File: config.mk
export PLATFORM = sky130hd
export DESIGN_NAME = j_mavg_flat
export DESIGN_NICKNAME = d
export VERILOG_FILES = /design/src/rtl/j_mavg_if.sv /design/src/rtl/j_mavg.sv /design/src/flat_wrapper.sv
export SDC_FILE = /design/constraint.sdc
export NUM_CORES = 1
export LEC_CHECK = 0
export BUFFER_PORTS_ARGS = -buffer_cell sky130_fd_sc_hd__buf_2
export CAP_MARGIN = 20
export CORE_ASPECT_RATIO = 0.75
export CORE_MARGIN = 1.5
export CORE_UTILIZATION = 50
export DETAILED_ROUTE_END_ITERATION = 10
export MAX_ROUTING_LAYER = met4
export PLACE_DENSITY = 0.76
export SYNTH_ARGS = -nofsm -noshare
export SYNTH_HDL_FRONTEND = slang
export SYNTH_SLANG_ARGS = --single-unit
File: constraint.sdc
create_clock -name clock -period 3.35 [get_ports clock]
set_input_delay 0.1675 -clock clock [delete_from_list [all_inputs] [get_ports clock]]
set_output_delay 0.1675 -clock clock [all_outputs]
set_load 0.005 [all_outputs]
File: src/rtl/j_mavg_if.sv
// Sample-stream bundle for the j moving-average block: the producer drives
// samples and clear, the averager returns the windowed result and fill status.
interface j_mavg_if #(
  parameter int WIN_LOG2 = 2
);
  // Handshake: in_j is taken on any rising edge with in_valid=1 (no ready, the
  // averager always accepts); out_valid is a one-cycle pulse qualifying out_j/out_sum.
  logic                  in_valid;
  logic [7:0]            in_j;
  logic                  clear;
  logic                  out_valid;
  logic [7:0]            out_j;
  logic [8+WIN_LOG2-1:0] out_sum;
  logic                  filled;

  modport master (
    output in_valid, in_j, clear,
    input  out_valid, out_j, out_sum, filled
  );

  modport slave (
    input  in_valid, in_j, clear,
    output out_valid, out_j, out_sum, filled
  );
endinterface

File: src/rtl/j_mavg.sv
// Moving average over the last 2**WIN_LOG2 unsigned 8-bit samples, with a
// FILL phase before the first full window and a synchronous flush.
module j_mavg #(
  parameter int WIN_LOG2 = 2
) (
  input  logic     clock,
  input  logic     reset,
  j_mavg_if.slave  bus,
  output logic     state_dbg
);
  localparam int N  = 1 << WIN_LOG2;
  localparam int SW = 8 + WIN_LOG2;
  localparam int CW = WIN_LOG2 + 1;

  typedef enum logic {FILL = 1'b0, RUN = 1'b1} state_t;

  state_t        state, state_nxt;
  logic [7:0]    win [N];
  logic [SW-1:0] sum, sum_nxt;
  logic [CW-1:0] cnt, cnt_nxt;
  logic          accept, full_after;

  // State register
  always_ff @(posedge clock or negedge reset) begin
    if (!reset) state <= FILL;
    else        state <= state_nxt;
  end

  // Next-state logic: clear always wins and RUN is only left through it
  always_comb begin
    state_nxt = state;
    if (bus.clear)                 state_nxt = FILL;
    else if (accept && full_after) state_nxt = RUN;
  end

  // Output/datapath decode for the accepted sample
  always_comb begin
    accept     = bus.in_valid && !bus.clear;
    cnt_nxt    = cnt;
    full_after = (state == RUN);
    // The oldest entry only leaves the sum once the window is full
    sum_nxt    = sum + SW'(bus.in_j) - ((state == RUN) ? SW'(win[N-1]) : SW'(0));
    if (state == FILL) begin
      cnt_nxt = cnt + CW'(1);
      if (cnt_nxt == CW'(N)) full_after = 1'b1;
    end
  end

  always_ff @(posedge clock or negedge reset) begin
    if (!reset) begin
      for (int i = 0; i < N; i++) win[i] <= '0;
      sum           <= '0;
      cnt           <= '0;
      bus.out_valid <= 1'b0;
      bus.out_j     <= '0;
      bus.out_sum   <= '0;
    end else if (bus.clear) begin
      for (int i = 0; i < N; i++) win[i] <= '0;
      sum           <= '0;
      cnt           <= '0;
      bus.out_valid <= 1'b0;
      bus.out_j     <= '0;
      bus.out_sum   <= '0;
    end else begin
      bus.out_valid <= 1'b0;
      if (accept) begin
        win[0] <= bus.in_j;
        for (int i = 1; i < N; i++) win[i] <= win[i-1];
        sum <= sum_nxt;
        cnt <= cnt_nxt;
        if (full_after) begin
          bus.out_valid <= 1'b1;
          bus.out_sum   <= sum_nxt;
          bus.out_j     <= sum_nxt[SW-1:WIN_LOG2];
        end
      end
    end
  end

  assign bus.filled = (state == RUN);
  assign state_dbg  = state;
endmodule

File: src/flat_wrapper.sv
// flat-port wrapper written by rule: the top's interface ports become plain ports
module j_mavg_flat 
#(
  parameter int WIN_LOG2 = 2
)
  (clock, reset, state_dbg, bus_in_valid, bus_in_j, bus_clear, bus_out_valid, bus_out_j, bus_out_sum, bus_filled);
  j_mavg_if #(.WIN_LOG2(WIN_LOG2)) bus_i ();
  input  logic clock;
  input  logic reset;
  output logic state_dbg;
  input wire logic [$bits(bus_i.in_valid)-1:0] bus_in_valid;
  input wire logic [$bits(bus_i.in_j)-1:0] bus_in_j;
  input wire logic [$bits(bus_i.clear)-1:0] bus_clear;
  output wire logic [$bits(bus_i.out_valid)-1:0] bus_out_valid;
  output wire logic [$bits(bus_i.out_j)-1:0] bus_out_j;
  output wire logic [$bits(bus_i.out_sum)-1:0] bus_out_sum;
  output wire logic [$bits(bus_i.filled)-1:0] bus_filled;
  assign bus_i.in_valid = bus_in_valid;
  assign bus_i.in_j = bus_in_j;
  assign bus_i.clear = bus_clear;
  assign bus_out_valid = bus_i.out_valid;
  assign bus_out_j = bus_i.out_j;
  assign bus_out_sum = bus_i.out_sum;
  assign bus_filled = bus_i.filled;
  j_mavg #(.WIN_LOG2(WIN_LOG2)) u_core (.clock(clock), .reset(reset), .bus(bus_i), .state_dbg(state_dbg));
endmodule
==> results by group, run 1 <==
Synth
  – Syn Std Cell Area: approximately 3200 µm²
  – Top FF cell, synth: dfrtp_1
  – Syn_nets: about 350
  – Synth Instances: 317
  – Ys async rst share: 100%
  – Post-synth EDFFs: 0
  – Synth top area cells: dfrtp_1, mux2i_1, nor2_1, fa_1, ha_1
  – Top cells by count, synth: dfrtp_1, nor2_1, mux2i_1
  – Leading area contributor after synthesis: dfrtp_1
  – Post-synthesis sequential area ratio: between 40% and 50%
  – Yosys top cell area share: about 45%
  – Syn Area/Cell: approximately 10 µm²
  – Synth Register Bits: between 50 and 60
  – Distinct cells, synth: between 40 and 50
  – Most numerous cell in the Yosys netlist: dfrtp_1
  – Yosys warns: 0

Worst setup path
  – R2R Setup Slk: between 300 and 400 ps
  – Worst Reg-to-Reg Cells: 9
  – Worst R2R End: u_core.sum[8]
  – Arrival time at the worst endpoint: about 3200 ps
  – Setup crit end kind: flip-flop
  – CP max FO: 13
  – Worst Setup Path Type: flip-flop to flip-flop
  – CP Data Required Time: between 3000 and 4000 ps
  – Startpoint types: flip-flop
  – R2R Path Start: u_core.bus.filled

Power and ir drop
  – Power Internal: ~1.3 mW
  – Clk network pwr share: 28.4%
  – Flop pwr share: a little under two fifths
  – Power share of the combinational group: 33.7%
  – Leak pwr: ~1.8 nW
  – Worst vdd rail ir drop: about 0.00032 V
  – Switch share: about a third
  – Power, Total: roughly 2.0 mW
  – NetSw: around 690 µW
  – P per Cell Area: 574 nW/µm²

Flow run
  – Max Cap Viol: 0

Route
  – Vias: roughly 2200
  – Iteration-0 DRC Markers: ~130
  – Vias per cell: around 5.2
  – ANT nets after route: 0
  – Post-route DRC: 0
  – Wire per inst: roughly 14 µm
  – Initial DRT Pass Iterations: 5
  – Routed wire length: 5860 µm

Cells and area
  – Fillers: 530
  – Register area: around 1400 µm²
  – Fraction of layout cells with a size suffix above 1: approximately 16%
  – Area Growth Syn to Fin: 10.2%
  – Area of the multi-input gates: roughly 1500 µm²
  – Diode count: 0
  – Nets@finish: between 300 and 400

GRT
  – Initial antenna violation count: 0
  – Grt met2 use: between 20% and 30%
  – Pin count of the biggest net entering global routing: 48
  – Met3 Use GR: between 8 and 9%
  – First-pass GRT wire length: approximately 10000 µm
  – Total congestion overflow: 0
  – M1 GR Usage: a little over a quarter
  – Vias in the first global route: ~2200
  – Layer with the highest usage: met2
  – Gr usage total: 20.3%

Floorplanning
  – Die extent in x: about 95 µm
  – Die Y: a little over 70 µm
  – Initial Util: a little over half
  – # IOs: 33
  – Core box area: around 6000 µm²
  – Full die area: 6840 µm²
  – FP Rows: 24

Clocking
  – Clock slew at reported path FFs: around 60 ps
  – Clock root cell: clkbuf_8
  – Clk_lat worst skew: between 300 and 400 ps
  – Max Root-Sink Buffers: 2
  – Sink Count: 57
  – CTS buffer count: 9
  – Post-cts resize count: 0
  – # H-tree levels: 3
  – CTS tree: yes

Timing
  – Worst relative slew slack: 36.0%
  – Final setup fails: 0
  – Max Clk Rate: about 340 MHz
  – Final Hold Fails: 0
  – RSZ-0062 raised after global routing: no
  – Slew @ Worst Pin: between 900 and 1000 ps
  – Max Slew Vio Count: 0
  – Final Critical Period: around 3000 ps
  – Final period util: between 80% and 90%
  – Clock skew: 6.83 ps
  – TNS Setup: 0 ps

Outcome
  – Status: completed

Min path
  – Min-delay src: bus_in_j[2]
  – Hold Crit Endpoint: u_core.win[26]
  – Worst Hold Class: input port to flip-flop
  – Hold depth: 3

Place
  – Port bufs: 32
  – Gpl congestion: roughly 0.88
  – Post-DP HPWL: a little over 4000 µm
==> cell families after synthesis <==
| family | count (synthesis) | share of synthesized area (%) |
|---|---|---|
| DFF | 57 | 45.0 |
| xor gates and xnor gates | 7 | 1.93 |
| buffers and inverters | 59 | 8.71 |
| and+or+nand+nor | 95 | 13.4 |
| adders and majority gates | 20 | 9.78 |
| AOI/OAI and AO/OA | 40 | 8.87 |
| muxes | 39 | 12.3 |
==> worst max-delay path, cell delays in order, from the launching register on <==
cell and delay, ps:
dfrtp_1 510, and2_1 210, fa_1 470, inv_1 70, fa_1 460, a21o_1 200
a21oi_1 320, o21ai_0 220, o2111ai_1 270, o211ai_1 120
==> cell type report <==
class	count	share of cell area, %
Inverter	36	3.87
Clock inverter	3	0.429
Multi-Input combinational cell	201	42.1
Clock buffer	13	4.55
Timing Repair Buffer	36	5.51
Sequential cell	57	40.8
Tap cell	78	2.79
==> routing by layer <==
layer,vias to the layer above,wire length (µm)
met4,0,60
met5,-,0
met2,35,2740
met3,8,242
met1,1083,2820
li1,1090,-
==> through the flow <==
step	hold WS (ps)	instance area, µm²	util (%)	setup WS, ps	cells
final	98.1	3500	58.5	368	424
after CTS	85.8	3500	58.5	390	424
after global placement	363	3310	55.4	497	407
after floorplan	-128	3170	-	589	317
after detailed placement	366	3310	55.4	415	407
after global routing	94.9	3500	58.5	125	424
==> how the worst max path moves through the flow <==
stage                            startpoint               endpoint  slack [ps]  cells after the start
final                     u_core.bus.filled          u_core.sum[8]         370                      9
after global routing      u_core.bus.filled  u_core.bus.out_sum[8]         130                      9
after CTS                 u_core.bus.filled          u_core.sum[8]         390                      9
after detailed placement  u_core.bus.filled    u_core.bus.out_j[7]         420                      9
after global placement    u_core.bus.filled          u_core.sum[9]         500                      9
after floorplan           u_core.bus.filled          u_core.sum[9]         590                     10
==> flip-flops by register name (all words and copies together) (netlist names) <==
signal	cells
u_core.win	32
u_core.sum	10
u_core.bus.out_sum	9
u_core.cnt	3
u_core.bus.filled	1
u_core.bus.out_j	1
u_core.bus.out_valid	1
==> layout by cell type, fill, tap and decap left out, types with 2 or more instances in the layout <==
| master | synthesis | layout |
|---|---|---|
| nand2b_1 | 2 | 2 |
| and2_1 | 8 | 8 |
| fa_1 | 8 | 8 |
| xnor2_1 | 4 | 4 |
| nand3_1 | 2 | 2 |
| buf_2 | 3 | 32 |
| clkbuf_8 | 1 | 11 |
| xor2_1 | 3 | 3 |
| a211oi_1 | 3 | 3 |
| o211ai_1 | 5 | 5 |
| a21oi_1 | 12 | 12 |
| mux2i_1 | 38 | 38 |
| o2111ai_1 | 2 | 2 |
| clkinv_2 | 0 | 3 |
| nand4_1 | 2 | 2 |
| inv_1 | 36 | 36 |
| dfrtp_1 | 57 | 57 |
| a21o_1 | 4 | 4 |
| clkbuf_1 | 8 | 2 |
| buf_4 | 9 | 3 |
| o21a_1 | 2 | 2 |
| nand2_1 | 17 | 17 |
| o21ai_0 | 4 | 4 |
| ha_1 | 12 | 12 |
| nor2_1 | 53 | 53 |
| or3_1 | 3 | 3 |
==> power by group through the flow <==
stage	clock network (mW)	logic [mW]	registers, mW
after floorplan	0	0.522	0.769
after global placement	0	0.647	0.773
after detailed placement	0	0.668	0.774
after CTS	0.590	0.673	0.762
after global routing	0.624	0.768	0.767
final	0.569	0.676	0.762
==> repair_timing <==
item / 4_1_cts / 5_1_grt
buffers inserted: 0 / 0
endpoints found under the hold margin: 32 / 0
hold buffers: 1 / 0
No activity file was read; power rests on OpenSTA's default activity.
==> run 2, diff against run 1 <==
- CORE_UTILIZATION: 50 -> 40
- PLACE_DENSITY: 0.76 -> 0.65
==> run 2 against run 1 <==
Combinational power fell by 1%; register-to-register slack improved by 50 ps; largest power group unchanged; count of clock-buffer cells in the layout is 1 lower; critical path type unchanged; first-iteration DRC count down 34%; via count is 0.81% lower; highest routed layer unchanged; clock power is 28% higher; largest cell class unchanged; maximum frequency grew 1.7%; utilization decreased by 11 points; design area rose by 2.4%.
==> results by group, run 2 (synthesized netlist as in run 1, its figures left out) <==
Outcome
  – Status: completed

Worst setup path
  – CP max stage delay: 500 ps
  – R2R Path Start: u_core.bus.filled
  – Worst Setup Path Type: flip-flop to flip-flop
  – CP Cell Sequence: and2_1 > fa_1 > inv_1 > fa_1 > a21o_1 > a21oi_1 > o21ai_0 > o21a_1 > o211ai_1
  – CP max FO: 13
  – Arrival time at the worst endpoint: 3180 ps
  – CP Data Required Time: 3600 ps
  – Worst R2R End: u_core.sum[8]
  – Critical-path top delay cell: dfrtp_1
  – Worst Reg-to-Reg Cells: 9
  – Startpoint types: flip-flop
  – R2R Setup Slk: 420 ps
  – Most repeated library cell on the critical path: fa_1
  – Setup crit end kind: flip-flop

Clocking
  – Max Root-Sink Buffers: 2
  – # H-tree levels: 3
  – CTS buffer count: 9
  – Clock slew at reported path FFs: 70 ps
  – CTS tree: yes
  – Sink Count: 57
  – Clock root cell: clkbuf_8
  – Clk_lat worst skew: between 300 and 400 ps
  – Post-cts resize count: 0
  – Setup bufs post-CTS: 0

GRT
  – Initial antenna violation count: 0
  – Vias in the first global route: ~2200
  – Gr usage total: approximately 16%
  – First-pass GRT wire length: around 10000 µm
  – Total congestion overflow: 0
  – Pin count of the biggest net entering global routing: 48

Route
  – Vias per cell: 4.92
  – Routed wire length: 5900 µm
  – Post-route DRC: 0
  – Iteration-0 DRC Markers: 84
  – ANT nets after route: 0
  – Wire per inst: about 13 µm
  – Initial DRT Pass Iterations: 5
  – Vias: 2198

Cells and area
  – Fraction of layout cells with a size suffix above 1: roughly 16%
  – Area Growth Syn to Fin: 12.9%
  – Finished Layout Cells: about 450
  – Diode count: 0
  – Max reg flops: 32
  – Most frequent cells in the layout: dfrtp_1, nor2_1, mux2i_1, inv_1, buf_2
  – Commonest non-fill, non-tap cell in the layout: dfrtp_1
  – Largest registers: u_core.win x32, u_core.sum x10, u_core.bus.out_sum x9
  – Reg with most FFs: u_core.win
  – Nets@finish: roughly 370

Power and ir drop
  – Clk network pwr share: 33.8%
  – Flop pwr share: 35.3%
  – Leak pwr: approximately 1.9 nW
  – Power share of the combinational group: 30.9%
  – P per Cell Area: around 600 nW/µm²
  – Power Internal: about 1.5 mW
  – NetSw: just under 700 µW
  – Worst vdd rail ir drop: approximately 0.00024 V
  – Switch share: between 30% and 40%

Timing
  – TNS Setup: 0 ps
  – Max Clk Rate: ~340 MHz
  – Max Slew Vio Count: 0
  – Final setup fails: 0
  – Worst relative slew slack: 36.7%
  – Clock skew: a little under 8 ps
  – RSZ-0062 raised after global routing: no
  – Final Hold Fails: 0
  – Final period util: 87.6%
  – Slew @ Worst Pin: 949 ps
  – Final Critical Period: just under 3000 ps

Place
  – Post-DP HPWL: ~4200 µm
  – Gpl congestion: 0.842
  – Port bufs: 32
  – Cell total after placement: 430

Floorplanning
  – FP Rows: 27
  – Die extent in x: about 110 µm
  – Die Y: 80.1 µm
  – Full die area: roughly 8500 µm²
  – # IOs: 33
  – Core box area: about 7500 µm²
  – Initial Util: a little over two fifths

Min path
  – Min-delay src: bus_in_j[6]
  – Hold depth: 3
  – Hold Crit Endpoint: u_core.win[30]
  – Worst Hold Class: input port to flip-flop

Flow run
  – Max Cap Viol: 0
[run 2: changes by cell type in the layout (fill, tap and decap cells not counted), sizes merged]
cell | before | now
bufinv | 0 | 2
clkinv | 3 | 0
clkinvlp | 0 | 2
clkbuf | 13 | 12
[run 2: metal layers]
| layer | vias to the layer above | track usage [%] | wire, µm |
|---|---|---|---|
| li1 | 1083 | - | - |
| met1 | 1057 | 20.6 | 2880 |
| met2 | 50 | 24.0 | 2610 |
| met3 | 8 | 6.25 | 363 |
| met4 | 0 | 4.46 | 58 |
| met5 | - | - | 0 |
[run 2: repair_timing]
item,CTS,global route
hold buffers,1,0
setup endpoints to repair,0,0
hold endpoints to repair,12,0
[run 2: stage by stage]
stage	power (mW)	cell area [µm²]	worst slack (ps)	util (%)	hold slack, ps
2_1_floorplan	1.29	3170	589	-	-128
3_5_place_dp	1.44	3340	444	44.5	371
6_report	2.16	3580	416	47.7	95.0
3_3_place_gp	1.42	3340	506	44.5	365
5_1_grt	2.31	3580	233	47.7	96.5
4_1_cts	2.19	3580	407	47.7	76.9
[run 2: worst max path at each step]
stage / from / cells after the start / end
floorplan: u_core.bus.filled / 10 / u_core.sum[9]
global placement: u_core.bus.filled / 9 / u_core.sum[9]
detailed placement: u_core.bus.filled / 9 / u_core.bus.out_j[7]
CTS: u_core.bus.filled / 9 / u_core.sum[8]
global route: u_core.bus.filled / 9 / u_core.sum[8]
finish: u_core.bus.filled / 9 / u_core.sum[8]
[run 2: area by class of cell]
class | instances | area (µm²)
clock buffers | 12 | 155
clock inverters | 4 | 75.1
fillers | 742 | 3920
inverters | 36 | 135
multi-input cells | 201 | 1470
flip-flops and latches | 57 | 1430
well taps | 101 | 126
repair buffers | 36 | 193
[run 2: critical path, delay by kind of cell, from the launching register on]
family,cells,cell delay [ps]
AO/OA/AOI/OAI,5,1120
AND/OR/NAND/NOR,1,210
adder cells (fa/ha/maj),2,930
flip-flops,1,500
buffers and inverters,1,70
[run 2: power by group through the flow]
stage | combinational (mW) | sequential [mW] | clock (mW)
3_5_place_dp | 0.664 | 0.775 | 0
6_report | 0.667 | 0.762 | 0.729
5_1_grt | 0.758 | 0.768 | 0.782
2_1_floorplan | 0.522 | 0.769 | 0
4_1_cts | 0.670 | 0.762 | 0.755
3_3_place_gp | 0.651 | 0.774 | 0
